`config.mk`:
```
export PLATFORM = sky130hd
export DESIGN_NAME = mem_bus_ctrl
export DESIGN_NICKNAME = d
export VERILOG_FILES = /design/src/rtl/mem_bus_ctrl.sv
export SDC_FILE = /design/constraint.sdc
export NUM_CORES = 1
export LEC_CHECK = 0
export BUFFER_PORTS_ARGS = -buffer_cell sky130_fd_sc_hd__clkbuf_2
export CAP_MARGIN = 20
export CORE_MARGIN = 8
export CORE_UTILIZATION = 45
export CTS_BUF_LIST = sky130_fd_sc_hd__clkbuf_16
export DETAILED_ROUTE_END_ITERATION = 7
export PLACE_DENSITY = 0.87
export SLEW_MARGIN = 20
export SYNTH_ARGS = -nofsm -noshare
export SYNTH_HDL_FRONTEND = slang
export SYNTH_SLANG_ARGS = --single-unit
```
`constraint.sdc`:
```
create_clock -name clk -period 1.6 [get_ports clk]
set_input_delay 0.08 -clock clk [delete_from_list [all_inputs] [get_ports clk]]
set_output_delay 0.08 -clock clk [all_outputs]
set_load 0.005 [all_outputs]
```
`src/rtl/mem_bus_ctrl.sv`:
```
// Registered memory bus controller: latches address/data on a request, runs one
// read or write with a ready handshake, then pulses done. MEM_TIMEOUT_EN adds an abort timer.
module mem_bus_ctrl #(
  parameter int unsigned TIMEOUT_CYCLES = 15
) (
  input  logic        clk,
  input  logic        rst_n,
  input  logic [15:0] addr_in,
  input  logic [15:0] wdata_in,
  input  logic        rd_req,
  input  logic        wr_req,
  output logic        busy,
  output logic        done,
  output logic        err,
  output logic [15:0] rdata_out,
  output logic [15:0] mem_addr,
  output logic [15:0] mem_wdata,
  output logic        mem_read,
  output logic        mem_write,
  input  logic        mem_ready,
  input  logic [15:0] mem_rdata
);

  typedef enum logic [1:0] {IDLE, ACCESS, DONE} state_t;

  state_t      state, state_nxt;
  logic        accept;
  logic        timeout;
  logic        busy_nxt, done_nxt, err_nxt, read_nxt, write_nxt;
  logic [15:0] rdata_nxt, addr_nxt, wdata_nxt;

  if (TIMEOUT_CYCLES < 1 || TIMEOUT_CYCLES > 255) begin : g_param_check
    $error("mem_bus_ctrl: TIMEOUT_CYCLES must be in 1..255");
  end

  assign accept = (state == IDLE) && (rd_req || wr_req);

`ifdef MEM_TIMEOUT_EN
  localparam logic [7:0] TO_LIMIT = 8'(TIMEOUT_CYCLES);

  logic [7:0] cnt;
  logic [7:0] cnt_inc;

  assign cnt_inc = cnt + 8'd1;
  // Abort on the edge that would complete the TIMEOUT_CYCLES-th unanswered ACCESS cycle.
  assign timeout = (state == ACCESS) && !mem_ready && (cnt_inc == TO_LIMIT);

  always_ff @(posedge clk or negedge rst_n) begin
    if (!rst_n)                            cnt <= 8'd0;
    else if (accept)                       cnt <= 8'd0;
    else if (state == ACCESS && !mem_ready) cnt <= cnt_inc;
  end
`else
  assign timeout = 1'b0;
`endif

  // NOTE: sequential state uses non-blocking assignments so every register
  // samples pre-edge values, independent of process evaluation order.
  always_ff @(posedge clk or negedge rst_n) begin
    if (!rst_n) state <= IDLE;
    else        state <= state_nxt;
  end

  // NOTE: every combinational output gets a default before the case so no
  // path leaves it unassigned, which would otherwise infer a latch.
  always_comb begin
    state_nxt = state;
    case (state)
      IDLE:    if (rd_req || wr_req)      state_nxt = ACCESS;
      ACCESS:  if (mem_ready || timeout)  state_nxt = DONE;
      DONE:                               state_nxt = IDLE;
      default:                            state_nxt = IDLE;
    endcase
  end

  always_comb begin
    addr_nxt  = mem_addr;
    wdata_nxt = mem_wdata;
    rdata_nxt = rdata_out;
    err_nxt   = err;
    read_nxt  = 1'b0;
    write_nxt = 1'b0;
    busy_nxt  = (state_nxt != IDLE);
    done_nxt  = (state_nxt == DONE);
    case (state)
      IDLE: begin
        if (accept) begin
          addr_nxt  = addr_in;
          wdata_nxt = wdata_in;
          err_nxt   = 1'b0;
          write_nxt = wr_req;
          read_nxt  = !wr_req;
        end
      end
      ACCESS: begin
        // Ready takes priority over a timeout landing on the same edge.
        if (mem_ready) begin
          if (mem_read) rdata_nxt = mem_rdata;
        end else if (timeout) begin
          err_nxt = 1'b1;
        end else begin
          read_nxt  = mem_read;
          write_nxt = mem_write;
        end
      end
      default: ;
    endcase
  end

  always_ff @(posedge clk or negedge rst_n) begin
    if (!rst_n) begin
      busy      <= 1'b0;
      done      <= 1'b0;
      err       <= 1'b0;
      mem_read  <= 1'b0;
      mem_write <= 1'b0;
      rdata_out <= 16'h0000;
      mem_addr  <= 16'h0000;
      mem_wdata <= 16'h0000;
    end else begin
      busy      <= busy_nxt;
      done      <= done_nxt;
      err       <= err_nxt;
      mem_read  <= read_nxt;
      mem_write <= write_nxt;
      rdata_out <= rdata_nxt;
      mem_addr  <= addr_nxt;
      mem_wdata <= wdata_nxt;
    end
  end

endmodule

```
## Word-level counts from Yosys, hierarchy flattened

Cells that the tools add are included.

| storage, ports and cells | value |
|---|---|
| input port bits | 53 |
| logic and storage cells | 26 |
| register bits after elaboration | 54 |
| output and inout bits | 53 |

| cells by class | value |
|---|---|
| eq/ne operators | 3 |
| reductions and logical operators | 7 |
| mux-type cells | 8 |

Operator list:

| operator | count |
|---|---|
| 2-bit 2-to-1 mux | 2 |
| 1-bit case mux with 2 select lines | 2 |
| 2-bit case mux with 2 select lines | 1 |
| 1-bit 2-to-1 mux | 3 |
| 3-bit AND reduction | 1 |
| 2-bit by 1-bit == test with 1-bit output, second input constant | 1 |
| 2-bit == test, second input constant | 1 |
| 2-bit zero test | 1 |
| 2-bit != test, second input constant | 1 |
| 2-bit AND reduction | 1 |
| 2-bit nonzero test | 1 |
| 1-bit logical AND | 1 |
| 1-bit zero test | 1 |
| 1-bit logical OR | 1 |

## Depth between registers and ports, before layout

Gate-level depths: netlist (run 1).

| depth | value |
|---|---|
| depth in word-level cells | 4 |
| depth in mapped cells | 4 |
| mapped depth without buffers | 3 |

## Least setup slack after synthesis (run 1)

Ideal clock, no wire load.

| path | value |
|---|---|
| kind | register to register |
| start point | reg state[1] |
| end point | reg rdata_out[10] |
| period minus slack after synthesis | 1.367 ns |
| setup slack | 0.233 ns |
| data arrival time | 1.241 ns |
| required time | 1.475 ns |
| buffers on the path | 1 |
| stages on the path, launching flop included | 5 |
| cells stage by stage | dfrtp_1 and3b_4 nand2_4 buf_12 mux2_4 |

| on the way | value |
|---|---|
| cells in the longest elaborated chain, start to end | 2 |

Ends and longest elaborated chain:

| item | line | source |
|---|---|---|
| start: declaration | 26 | `state_t state, state_nxt;` |
| start signal: assignment | 61 | `else state <= state_nxt;` |
| 2-bit by 1-bit == test with 1-bit output | 85 | `case (state)` |
| 3-bit AND reduction (no source line) | n/a |  |
| end signal: assignment | 126 | `rdata_out <= rdata_nxt;` |
| end: declaration | 15 | `output logic [15:0] rdata_out,` |

No other way between the ends.
A chain may end at the register's enable or synchronous reset.

## Worst setup path in the final report (run 1)

Same ends and word-level chain as after synthesis.

==> key figures, run 1 <==
Timing
  • Endpoints failing setup: 0
  • Min Tclk post-route: around 1.4 ns
  • Upper clock frequency limit: 0.703 GHz
  • Slew Limit Fails: 0
  • Post-Route Skew: between 0.004 and 0.005 ns
  • Setup_tns: 0 ns
  • Hold Violations, Final: 0
  • Setup ws final: 0.178 ns
  • RSZ-0062 raised after global routing: false
  • Final clock period utilization by the worst path: 88.9%

Clock network
  • Worst skew pair latency: ~0.28 ns
  • Clock slew seen by the registers of the worst setup and hold paths: roughly 0.06 ns
  • H-Tree Depth: 2
  • TritonCTS Buffers: 5
  • CTS tree: yes
  • PostCTS Resize Cnt: 0
  • CTS max path bufs: 2
  • Hold_buf cts: 1
  • Postcts setup bufs: 0
  • Sink Count: 54
  • CTS Root Cell: clkbuf_16

Pwr
  • Internal: between 3 and 4 mW
  • Leak pwr: 1.48 nW
  • Peak supply drop: around 0.00080 V
  • Tot Pwr: roughly 5 mW
  • Clock Power Share: roughly a fifth
  • Comb power frac: 33.9%
  • Sw Share: 28.7%
  • Part of the power in registers: 46.0%
  • Sw power: 1.46 mW
  • Power Density: between 1500 and 2000 nW/um^2

Worst setup path
  • Setup crit start kind: flop
  • Worst path bufs/invs: 0
  • Crit path cell chain: and3b_4, nand2_4, mux2_4
  • CP max stage delay: between 0.4 and 0.5 ns
  • Critical path endpoint: rdata_out[10]
  • Slowest cell on crit path: dfrtp_1
  • Worst EP arrival: 1.59 ns
  • Flop2flop setup slack: roughly 0.18 ns
  • Worst setup EP type: flop
  • Critical Path Fanout Max: 16
  • Reg2Reg Launch Point: state[1]
  • Critical Path RT: around 1.8 ns
  • Type of the worst setup path: reg2reg
  • Top Family by Delay on Critical Path: simple AND/OR/NAND/NOR gates
  • Worst setup startpoint: state[1]
  • Crit path depth: 3
  • Worst reg2reg path endpoint: rdata_out[10]
  • R2R depth: 3

Detailed routing
  • Pre-Repair DR Iteration Count: 4
  • Post-Route WL: 4910 um
  • Detailed-route wire length per cell: 17.2 um
  • Post-DRT Antenna Nets: 0
  • Vias per cell: around 4.8
  • Initial DRC Count: 52
  • DR DRC count: 0
  • Total vias in the final route: approximately 1400

Outcome
  • Outcome: completed

Finish
  • Final Cell Area: about 2800 um^2
  • Commonest non-fill, non-tap cells in the layout: clkbuf_2 (104), dfrtp_1 (54), mux2_2 (35), mux2_4 (10), clkbuf_16 (5)
  • Post-layout net count: 285
  • Most common cell after layout, fill and taps aside: clkbuf_2
  • Finished Core Util: 63.6%
  • Antenna Cells: 0
  • Area growth syn-to-layout: 35.2%
  • Share of layout cells above drive strength 1: between 60 and 70%

Floorplan
  • Die span in x: between 80 and 90 um
  • # IOs: 106
  • FP Rows: 24
  • Die height: 83.9 um
  • Core Area: ~4400 um^2
  • Die area: 7050 um^2
  • Initial Util: about 47%

Global routing
  • Congestion Overflow GR: 0
  • GRT Resource Usage Total: roughly 14%
  • Vias in the first global route: ~1600
  • Initial antenna violation count: 0
  • Pin count of the biggest net entering global routing: 55
  • First-pass GRT wire length: approximately 7900 um

Synth
  • Warnings from Yosys: 0
  • Syn Area/Cell: 16.9 um^2
  • Post-synthesis sequential area ratio: 65.1%
  • Mapped Area: about 2100 um^2
  • Cells after synthesis: 123
  • Mapped Nets: about 180
  • Yosys reg bits: 54
  • Yosys cell types: 19

Place
  • Pre-CTS setup slack: 0.179 ns
  • Port Buf Inserts: approximately 100
  • Post-DP HPWL: approximately 3900 um
  • Placed Area: approximately 2700 um^2
  • Gp weighted congestion: about 0.73

Run
  • Max-Cap Viols: 0

Min path
  • Worst Hold Class: in2reg
final cells by class:
type	count	area (um^2)
clock inverters	3	12.5
clock buffers	5	125
repair buffers	107	571
well taps	52	65.1
multi-input cells	64	683
fillers	370	1610
flip-flops and latches	54	1350
per-stage QoR:
stage,std cells,hold slack (ns)
6_report,285,0.00971
5_1_grt,285,0.00276
4_1_cts,285,0.00570
3_5_place_dp,276,0.103
3_3_place_gp,276,0.0970
2_1_floorplan,123,-0.216
power groups by stage:
stage               clock (mW)  combinational [mW]  sequential, mW
floorplan                    0               0.783            2.37
global route              1.10                1.87            2.42
CTS                       1.04                1.78            2.34
global placement             0                1.71            2.31
finish                    1.02                1.72            2.33
detailed placement           0                1.77            2.36
state kept, by name, summed over array words and instances, names as in the netlist:
register / flops
mem_read: 1
done: 1
mem_wdata: 16
state: 2
busy: 1
rdata_out: 16
mem_write: 1
mem_addr: 16
worst min path at each step:
stage	startpoint	endpoint	cells after the start
after floorplan	rst_n	busy	0
after global placement	rst_n	rdata_out[15]	2
after detailed placement	rst_n	rdata_out[15]	2
after CTS	wdata_in[1]	mem_wdata[1]	2
after global routing	wdata_in[1]	mem_wdata[1]	2
final	wdata_in[1]	mem_wdata[1]	2
metal layers:
metal / GRT usage, % / share of wire, % / wire length [um]
met5: 0 / 0 / 0
met4: 5.97 / 2.1 / 105
met3: 5.18 / 5.6 / 277
met2: 26.7 / 57 / 2820
met1: 13.2 / 35 / 1710
cell families after synthesis:
| group | after synthesis | share of synthesized area (%) |
|---|---|---|
| flip-flops | 54 | 65.1 |
| other | 1 | 0.181 |
| multiplexers | 48 | 27.8 |
| buffers and inverters | 5 | 2.05 |
| AO/OA/AOI/OAI | 4 | 1.27 |
| AND/OR/NAND/NOR | 11 | 3.61 |
cells in the mapped netlist, drive strengths merged:
| master | n | area [um^2] |
|---|---|---|
| nor3b | 1 | 7.51 |
| buf | 5 | 42.5 |
| nor3 | 1 | 5.00 |
| and2b | 1 | 7.51 |
| nand2 | 1 | 11.3 |
| dfrtp | 54 | 1350 |
| o21ai | 1 | 8.76 |
| conb | 1 | 3.75 |
| mux2 | 48 | 578 |
| nor2b | 1 | 6.26 |
| a21oi | 2 | 10.0 |
| and3b | 2 | 22.5 |
| nor2 | 4 | 15.0 |
| a211oi | 1 | 7.51 |
Power figures use the tool's default switching activity.
==> run 2, diff against run 1 <==
==> config.mk (replaced) <==
export PLATFORM = sky130hd
export DESIGN_NAME = mem_bus_ctrl
export DESIGN_NICKNAME = d
export VERILOG_FILES = /design/src/rtl/mem_bus_ctrl.sv
export SDC_FILE = /design/constraint.sdc
export NUM_CORES = 1
export LEC_CHECK = 0
export CAP_MARGIN = 20
export CORE_UTILIZATION = 55
export CTS_BUF_LIST = sky130_fd_sc_hd__clkbuf_16
export DETAILED_ROUTE_END_ITERATION = 7
export DONT_BUFFER_PORTS = 1
export PLACE_DENSITY = 0.78
export REMOVE_ABC_BUFFERS = 1
export SLEW_MARGIN = 20
export SYNTH_ARGS = -nofsm -noshare
export SYNTH_HDL_FRONTEND = slang
export SYNTH_SLANG_ARGS = --single-unit
==> key figures, run 2 (synthesis gave the netlist of run 1 again) <==
Finish
  • Share of layout cells above drive strength 1: 31.7% (-37 points)
  • Post-layout net count: 232 (-19%)
  • Commonest non-fill, non-tap cells in the layout: dfrtp_1 (54), dlygate4sd3_1 (52), mux2_2 (35), mux2_4 (10), clkbuf_16 (5)
  • Final Cell Area: 2800 um^2 (-0.36%)
  • Finished Core Util: 80.7% (+17 points)
  • Most common cell after layout, fill and taps aside: dfrtp_1
  • Area growth syn-to-layout: 34.7%
  • Top Registers: mem_addr (16), mem_wdata (16), rdata_out (16)
  • Antenna Cells: 0 (unchanged)
  • Final std cells w/o fill: 226 (-21%)

Run
  • Max-Cap Viols: 0 (unchanged)

Worst setup path
  • Worst EP arrival: 1.66 ns (+0.07 ns)
  • Slowest cell on crit path: dlygate4sd3_1
  • Worst setup EP type: flop
  • Crit path depth: 3 (unchanged)
  • Worst path bufs/invs: 1 (+1)
  • Setup crit start kind: flop
  • Type of the worst setup path: reg2reg
  • Top Family by Delay on Critical Path: buffers and inverters
  • Worst setup startpoint: state[0]
  • R2R depth: 3 (unchanged)
  • Crit path cell chain: nor3_1, dlygate4sd3_1, nor2_1
  • CP max stage delay: 0.59 ns (+0.15 ns)
  • Reg2Reg Launch Point: state[0]
  • Critical Path RT: 1.77 ns (about the same)
  • Critical Path Fanout Max: 8 (-8)

Detailed routing
  • Post-DRT Antenna Nets: 0 (unchanged)
  • Total vias in the final route: 1208 (-12%)
  • Post-Route WL: 4310 um (-12%)
  • Pre-Repair DR Iteration Count: 3 (-1)
  • Detailed-route wire length per cell: 19.0 um (+11%)
  • Initial DRC Count: 49 (-5.8%)
  • Vias per cell: 5.35 (+11%)
  • DR DRC count: 0 (unchanged)

Timing
  • Final clock period utilization by the worst path: 93.3% (+4.4 points)
  • Setup_tns: 0 ns (unchanged)
  • RSZ-0062 raised after global routing: false
  • Hold Violations, Final: 0 (unchanged)
  • Slew Limit Fails: 0 (unchanged)
  • Setup ws final: 0.107 ns (-0.0708 ns)
  • Min Tclk post-route: 1.49 ns (+0.0708 ns)
  • Endpoints failing setup: 0 (unchanged)
  • Post-Route Skew: 0.00544 ns (+0.000476 ns)
  • Upper clock frequency limit: 0.670 GHz (-4.7%)

Clock network
  • CTS tree: yes
  • Postcts setup bufs: 0 (unchanged)
  • TritonCTS Buffers: 5 (unchanged)
  • Worst skew pair latency: 0.28 ns (about the same)
  • Sink Count: 54 (unchanged)
  • CTS max path bufs: 2 (unchanged)
  • H-Tree Depth: 2 (unchanged)
  • CTS Root Cell: clkbuf_16
  • Clock slew seen by the registers of the worst setup and hold paths: 0.06 ns (about the same)

Global routing
  • Pin count of the biggest net entering global routing: 55 (unchanged)
  • Vias in the first global route: 1361 (-13%)
  • Congestion Overflow GR: 0 (unchanged)
  • Initial antenna violation count: 0 (unchanged)
  • First-pass GRT wire length: 6940 um (-12%)
  • GRT Resource Usage Total: 23.4% (+9.3 points)

Place
  • Placed Area: 2110 um^2 (-21%)
  • Port Buf Inserts: 0 (-100%)
  • Gp weighted congestion: 0.741 (+0.93%)
  • Pre-CTS setup slack: 0.179 ns (+0.000246 ns)
  • Post-DP HPWL: 2540 um (-35%)
  • Placed instance count: 165 (-40%)

Pwr
  • Leak pwr: 1.26 nW (-15%)
  • Peak supply drop: 0.00102 V (+27%)
  • Power Density: 1620 nW/um^2 (-10%)

Min path
  • Cells on Worst Hold Path: 1 (-1)
  • Hold wc startpoint: mem_ready
  • Worst Hold Class: in2reg

Floorplan
  • Die span in x: 63.5 um (-24%)
  • FP Rows: 21 (-13%)
  • Core Area: 3470 um^2 (-21%)
  • # IOs: 106 (unchanged)
  • Initial Util: 59.9% (+13 points)
  • Die area: 4030 um^2 (-43%)
  • Die height: 63.5 um (-24%)

Outcome
  • Outcome: completed
run 2: cell types whose count changed in the layout (fill, tap and decap cells not counted), sizes merged:
cell	delta
dlygate4sd3	+51
clkbuf	-104
run 2: worst paths after layout:
kind                            slack (ns)       endpoint
worst max register to register        0.11           busy
min in group asynchronous             0.33  mem_wdata[14]
worst max-delay path                  0.11           busy
worst min register to register        0.53   mem_wdata[0]
max in group asynchronous             1.06    mem_addr[3]
worst min-delay path                  0.02       state[1]
run 2: area by class of cell:
class                   count  area [um^2]
clock buffers               5          125
clock inverters             3         12.5
fillers                   188          671
multi-input cells          64          683
flip-flops and latches     54         1350
well taps                  46         57.6
repair buffers             54          568
run 2: worst register-to-register path: stages, from the launching register on:
cell and delay, ns:
dfrtp_1 0.46, nor3_1 0.29, dlygate4sd3_1 0.59, nor2_1 0.04
run 2: per-layer routing:
metal | GRT usage [%] | share of wire, % | vias to the layer above
met4 | 5.97 | 0.72 | 0
met1 | 25.5 | 36 | 600
met2 | 42.8 | 55 | 66
li1 | - | - | 538
met3 | 8.15 | 8.1 | 4
met5 | 0 | 0 | -
run 2: what timing repair did:
action,CTS,global route
gates resized for setup,0,0
hold buffers,53,0
endpoints found under the hold margin,105,0
run 2: where the power goes:
| group | total (mW) | switching, mW | leakage [nW] | internal [mW] |
|---|---|---|---|---|
| logic | 1.03 | 0.326 | 0.546 | 0.705 |
| clock network | 0.981 | 0.416 | 0.0724 | 0.565 |
| registers | 2.53 | 0.532 | 0.645 | 2.00 |
| total | 4.54 | 1.27 | 1.26 | 3.27 |
run 2: metrics by stage:
step           total power [mW]  hold slack (ns)
6_report                   4.54           0.0161
5_1_grt                    4.78          0.00463
4_1_cts                    4.57          0.00171
3_5_place_dp               3.43           -0.215
3_3_place_gp               3.34           -0.215
2_1_floorplan              3.14           -0.216
